### src/rtl/adder_seq_ctrl.sv
// adder_seq_ctrl: wide adder that time-shares one external 8-bit adder,
// one lane per cycle LSB first; the sum is published only on completion.
module adder_seq_ctrl #(
    parameter int BYTES = 4
) (
    input  logic               iClk,
    input  logic               iRst,
    input  logic               iStart,
    input  logic [8*BYTES-1:0] iData_a,
    input  logic [8*BYTES-1:0] iData_b,
    input  logic               iC,
    output logic [7:0]         oAdd_a,
    output logic [7:0]         oAdd_b,
    output logic               oAdd_c,
    input  logic [7:0]         iAdd_sum,
    input  logic               iAdd_c,
    output logic               oBusy,
    output logic               oDone,
    output logic [8*BYTES-1:0] oData,
    output logic               oData_C
);
    localparam int W  = 8 * BYTES;
    localparam int IW = $clog2(BYTES);

    typedef enum logic [1:0] {
        IDLE,
        RUN,
        DONE
    } stateT;

    stateT         state;
    stateT         stateNext;
    logic [IW-1:0] idx;
    logic [W-1:0]  aReg;
    logic [W-1:0]  bReg;
    logic [W-1:0]  result;
    logic [W-1:0]  resultNext;
    logic          carry;
    logic          lastLane;

    assign lastLane = (idx == IW'(BYTES - 1));

    always_ff @(posedge iClk) begin
        if (iRst) state <= IDLE;
        else      state <= stateNext;
    end

    always_comb begin
        stateNext  = state;
        oBusy      = 1'b0;
        oDone      = 1'b0;
        oAdd_a     = '0;
        oAdd_b     = '0;
        oAdd_c     = 1'b0;
        resultNext = result;
        unique case (state)
            IDLE: begin
                if (iStart) stateNext = RUN;
            end
            RUN: begin
                oBusy  = 1'b1;
                oAdd_a = aReg[{idx, 3'b000} +: 8];
                oAdd_b = bReg[{idx, 3'b000} +: 8];
                oAdd_c = carry;
                resultNext[{idx, 3'b000} +: 8] = iAdd_sum;
                if (lastLane) stateNext = DONE;
            end
            DONE: begin
                oBusy     = 1'b1;
                oDone     = 1'b1;
                stateNext = IDLE;
            end
            default: stateNext = IDLE;
        endcase
    end

    // The last lane is merged in on the way to oData so no partial sum leaks out.
    always_ff @(posedge iClk) begin
        if (iRst) begin
            idx     <= '0;
            carry   <= 1'b0;
            aReg    <= '0;
            bReg    <= '0;
            result  <= '0;
            oData   <= '0;
            oData_C <= 1'b0;
        end else begin
            unique case (state)
                IDLE: begin
                    if (iStart) begin
                        aReg  <= iData_a;
                        bReg  <= iData_b;
                        carry <= iC;
                        idx   <= '0;
                    end
                end
                RUN: begin
                    result <= resultNext;
                    carry  <= iAdd_c;
                    idx    <= idx + 1'b1;
                    if (lastLane) begin
                        oData   <= resultNext;
                        oData_C <= iAdd_c;
                    end
                end
                default: ;
            endcase
        end
    end
endmodule

### config.mk
export PLATFORM = sky130hd
export DESIGN_NAME = adder_seq_ctrl
export DESIGN_NICKNAME = d
export VERILOG_FILES = /design/src/rtl/adder_seq_ctrl.sv
export SDC_FILE = /design/constraint.sdc
export NUM_CORES = 1
export LEC_CHECK = 0
export CAP_MARGIN = 20
export CORE_MARGIN = 2
export CORE_UTILIZATION = 51
export CTS_BUF_LIST = sky130_fd_sc_hd__clkbuf_4
export DETAILED_ROUTE_END_ITERATION = 7
export PLACE_DENSITY = 0.87
export SETUP_SLACK_MARGIN = 0.4
export SLEW_MARGIN = 10
export SYNTH_ARGS = -nofsm -noshare
export SYNTH_HDL_FRONTEND = slang
export SYNTH_SLANG_ARGS = --single-unit
### constraint.sdc
create_clock -name iClk -period 2.9 [get_ports iClk]
set_input_delay 0.58 -clock iClk [delete_from_list [all_inputs] [get_ports iClk]]
set_output_delay 0.58 -clock iClk [all_outputs]
set_load 0.05 [all_outputs]
==> run metrics <==
outcome=completed; TNS Setup=0 ps; I/O pins=129; layout cells sized above 1=15.33%; element type at the critical path end=output port; site row count=37; die height=107.2 um; NetSw=1.038 mW; Synth Warn #=0; Starting DRT DRC Count=338; clock sinks=126; GRT Residual Overflow=0; Syn Std Cell Area=5430 um^2; nets=823; combinational power share=16.4%; drt first pass iters=5; Worst EP required=2320 ps; CTS tree=yes; register area share after synthesis=46.45%; top cell type by total area after synthesis=dfxtp_1; Antenna Diode Count=0; Mapped Cells=628; startpoint types=register; Final Hold Viols=0; syn_nets=713; Slew @ Worst Pin=811.0 ps; Power Total=3.625 mW; Hold WS=461.9 ps; area of the multi-input gates=2673 um^2; Initial Utilization=52.60%; Hold Buf Count CTS=0; number of fill cells in the layout=748; IO Port Bufs=128; final period utilization=86.86%; Detailed Place HPWL=9523 um; Clock Skew=13.50 ps; number of synthesized register bits=126; die area=11490 um^2; min-delay worst type=reg -> reg; clk buf depth=2; vias in the first global route=5024; initial antenna violation count=0; Finished Layout Cells=886; CTS Buf Count=17; Core ar.=10320 um^2; H-tree Lvls=4; worst skew pair latency=520 ps; Max Cap Violations=0; GPL Wtd Cong=0.8440; clock-pin slew on the worst setup and hold paths=110 ps; Final Setup Violations=0; Leak=2.681 nW; RSZ-0062 raised after global routing=yes; CTS root buf=clkbuf_4; PnR worst setup slack=381.1 ps; Reg power frac=50.9%; proportion of netlist area held by the largest area contributor=46.45%; Main synth FF type=dfxtp_1; routed wire length=14780 um; via count=5029; Worst slew margin=45.80%; largest net degree at the start of global routing=71; DRC=0; Max Transition Viols Final=0; Max Clk Rate=397.0 MHz; CP arrival=1940 ps; VDD IR max=0.3234 mV; critical path class=reg -> out; min cycle time layout=2519 ps; sequential cell area=2526 um^2; ANT nets after route=0; Clock power frac=32.7%; Mapped Avg Cell Area=8.647 um^2; GRT Util Overall=26.15%; count leader, synth=nand2_1; PwrDens=499.8 nW/um^2; EDFF count, synth=0; synth top area cells=dfxtp_1 (46%), nand2_1 (11%), a21oi_1 (7.6%); synth-to-layout area growth=33.57%; Int Power=2.587 mW; via density per instance=5.676; first-pass GRT wire length=23440 um; Sw Ratio=28.64%; pre-CTS setup slack=546.9 ps; Synth top cells by count=nand2_1 (153), dfxtp_1 (126), a21oi_1 (83); Die Wd=107.2 um; wire per inst=16.68 um; Cells after DPL=849; Crit Path Max Fanout=8; post-synthesis async set-or-reset flop share=0%; count of different cell masters after synthesis=34
area by class of cell:
type,count,share of cell area [%]
Inverter,6,0.3105
Sequential cell,126,34.83
Tap cell,136,2.346
Clock inverter,14,2.001
Multi-Input combinational cell,441,36.85
Clock buffer,17,1.760
Timing Repair Buffer,146,21.91
routing by layer:
metal  part of all wire [%]  GRT usage (%)
met1                     39          31.08
met2                     50          44.71
met4                    2.2          9.555
met3                    8.4          7.660
met5                      0              0
layout by cell type, fill, tap and decap left out, types with 2 or more instances in the layout:
master           synthesis  final
a2111oi_0                2      2
a211oi_1                 3      3
a21oi_1                 83     83
a221oi_1                 8      8
a311oi_1                16     16
a32oi_1                 17     17
and2_1                  20      3
and2_4                   0     16
and2b_2                  8      8
buf_12                   0      5
buf_4                    3     11
buf_6                    2      6
buf_8                    1     10
bufinv_16                0      2
clkbuf_4                 0     17
clkdlybuf4s50_1          0    108
clkinv_2                 0      3
clkinv_4                 0      3
clkinvlp_4               0      3
dfxtp_1                126    125
dlygate4sd2_1            0      2
ha_1                     8      7
inv_1                    6      6
inv_6                    0      2
mux4_2                  16     16
nand2_1                153    152
nand2b_1                 2      2
nand3_1                  8      8
nand4_1                  8      8
nor2_1                  45     45
nor2b_1                 10     10
nor3_1                  24     24
nor4b_4                  2      2
power by group through the flow:
stage               clock network (mW)  registers [mW]  logic, mW
floorplan                            0            1.87      0.330
finish                            1.18            1.85      0.595
detailed placement                   0            1.88      0.534
global placement                     0            1.88      0.518
CTS                               1.20            1.84      0.565
global route                      1.27            1.85      0.636
stage by stage:
step           utilization [%]  area (um^2)
2_1_floorplan                -         5430
3_3_place_gp             65.12         6723
3_5_place_dp             65.12         6723
4_1_cts                  69.09         7133
5_1_grt                  70.26         7253
6_report                 70.26         7253
path summary, 6_finish.rpt:
| kind | from | end | slack (ps) | cells after the start |
|---|---|---|---|---|
| max reg2reg | idx[0] | oData[4] | 630 | 7 |
| min reg2reg | result[3] | result[3] | 460 | 2 |
| min | result[3] | result[3] | 460 | 2 |
| max | idx[0] | oAdd_b[2] | 380 | 4 |
worst max-delay path: stages, from the launching register on:
cell	delay, ps
dfxtp_4	430
buf_16	160
mux4_2	500
and2_4	180
buf_6	140
repair_timing:
item                                    4_1_cts  5_1_grt
cloned                                        2        1
buffers inserted                              1        1
pin swaps                                     3        7
resized for setup                            25       25
endpoints found under the setup margin       19       16
kinds of logic after synthesis:
logic type | count (synthesis) | synth area share [%]
buffers and inverters | 61 | 5.299
AND/OR/NAND/NOR | 284 | 24.19
AO/OA/AOI/OAI | 131 | 15.21
flip-flops | 126 | 46.45
XOR/XNOR | 1 | 0.1613
multiplexers | 17 | 6.843
adder cells (fa/ha/maj) | 8 | 1.843
flip-flops by register name (all words and copies together), names as in the netlist:
register / flops
aReg: 32
result: 24
oData: 32
carry: 1
idx: 2
bReg: 32
state: 2
oData_C: 1
No activity file was read; power rests on OpenSTA's default activity.
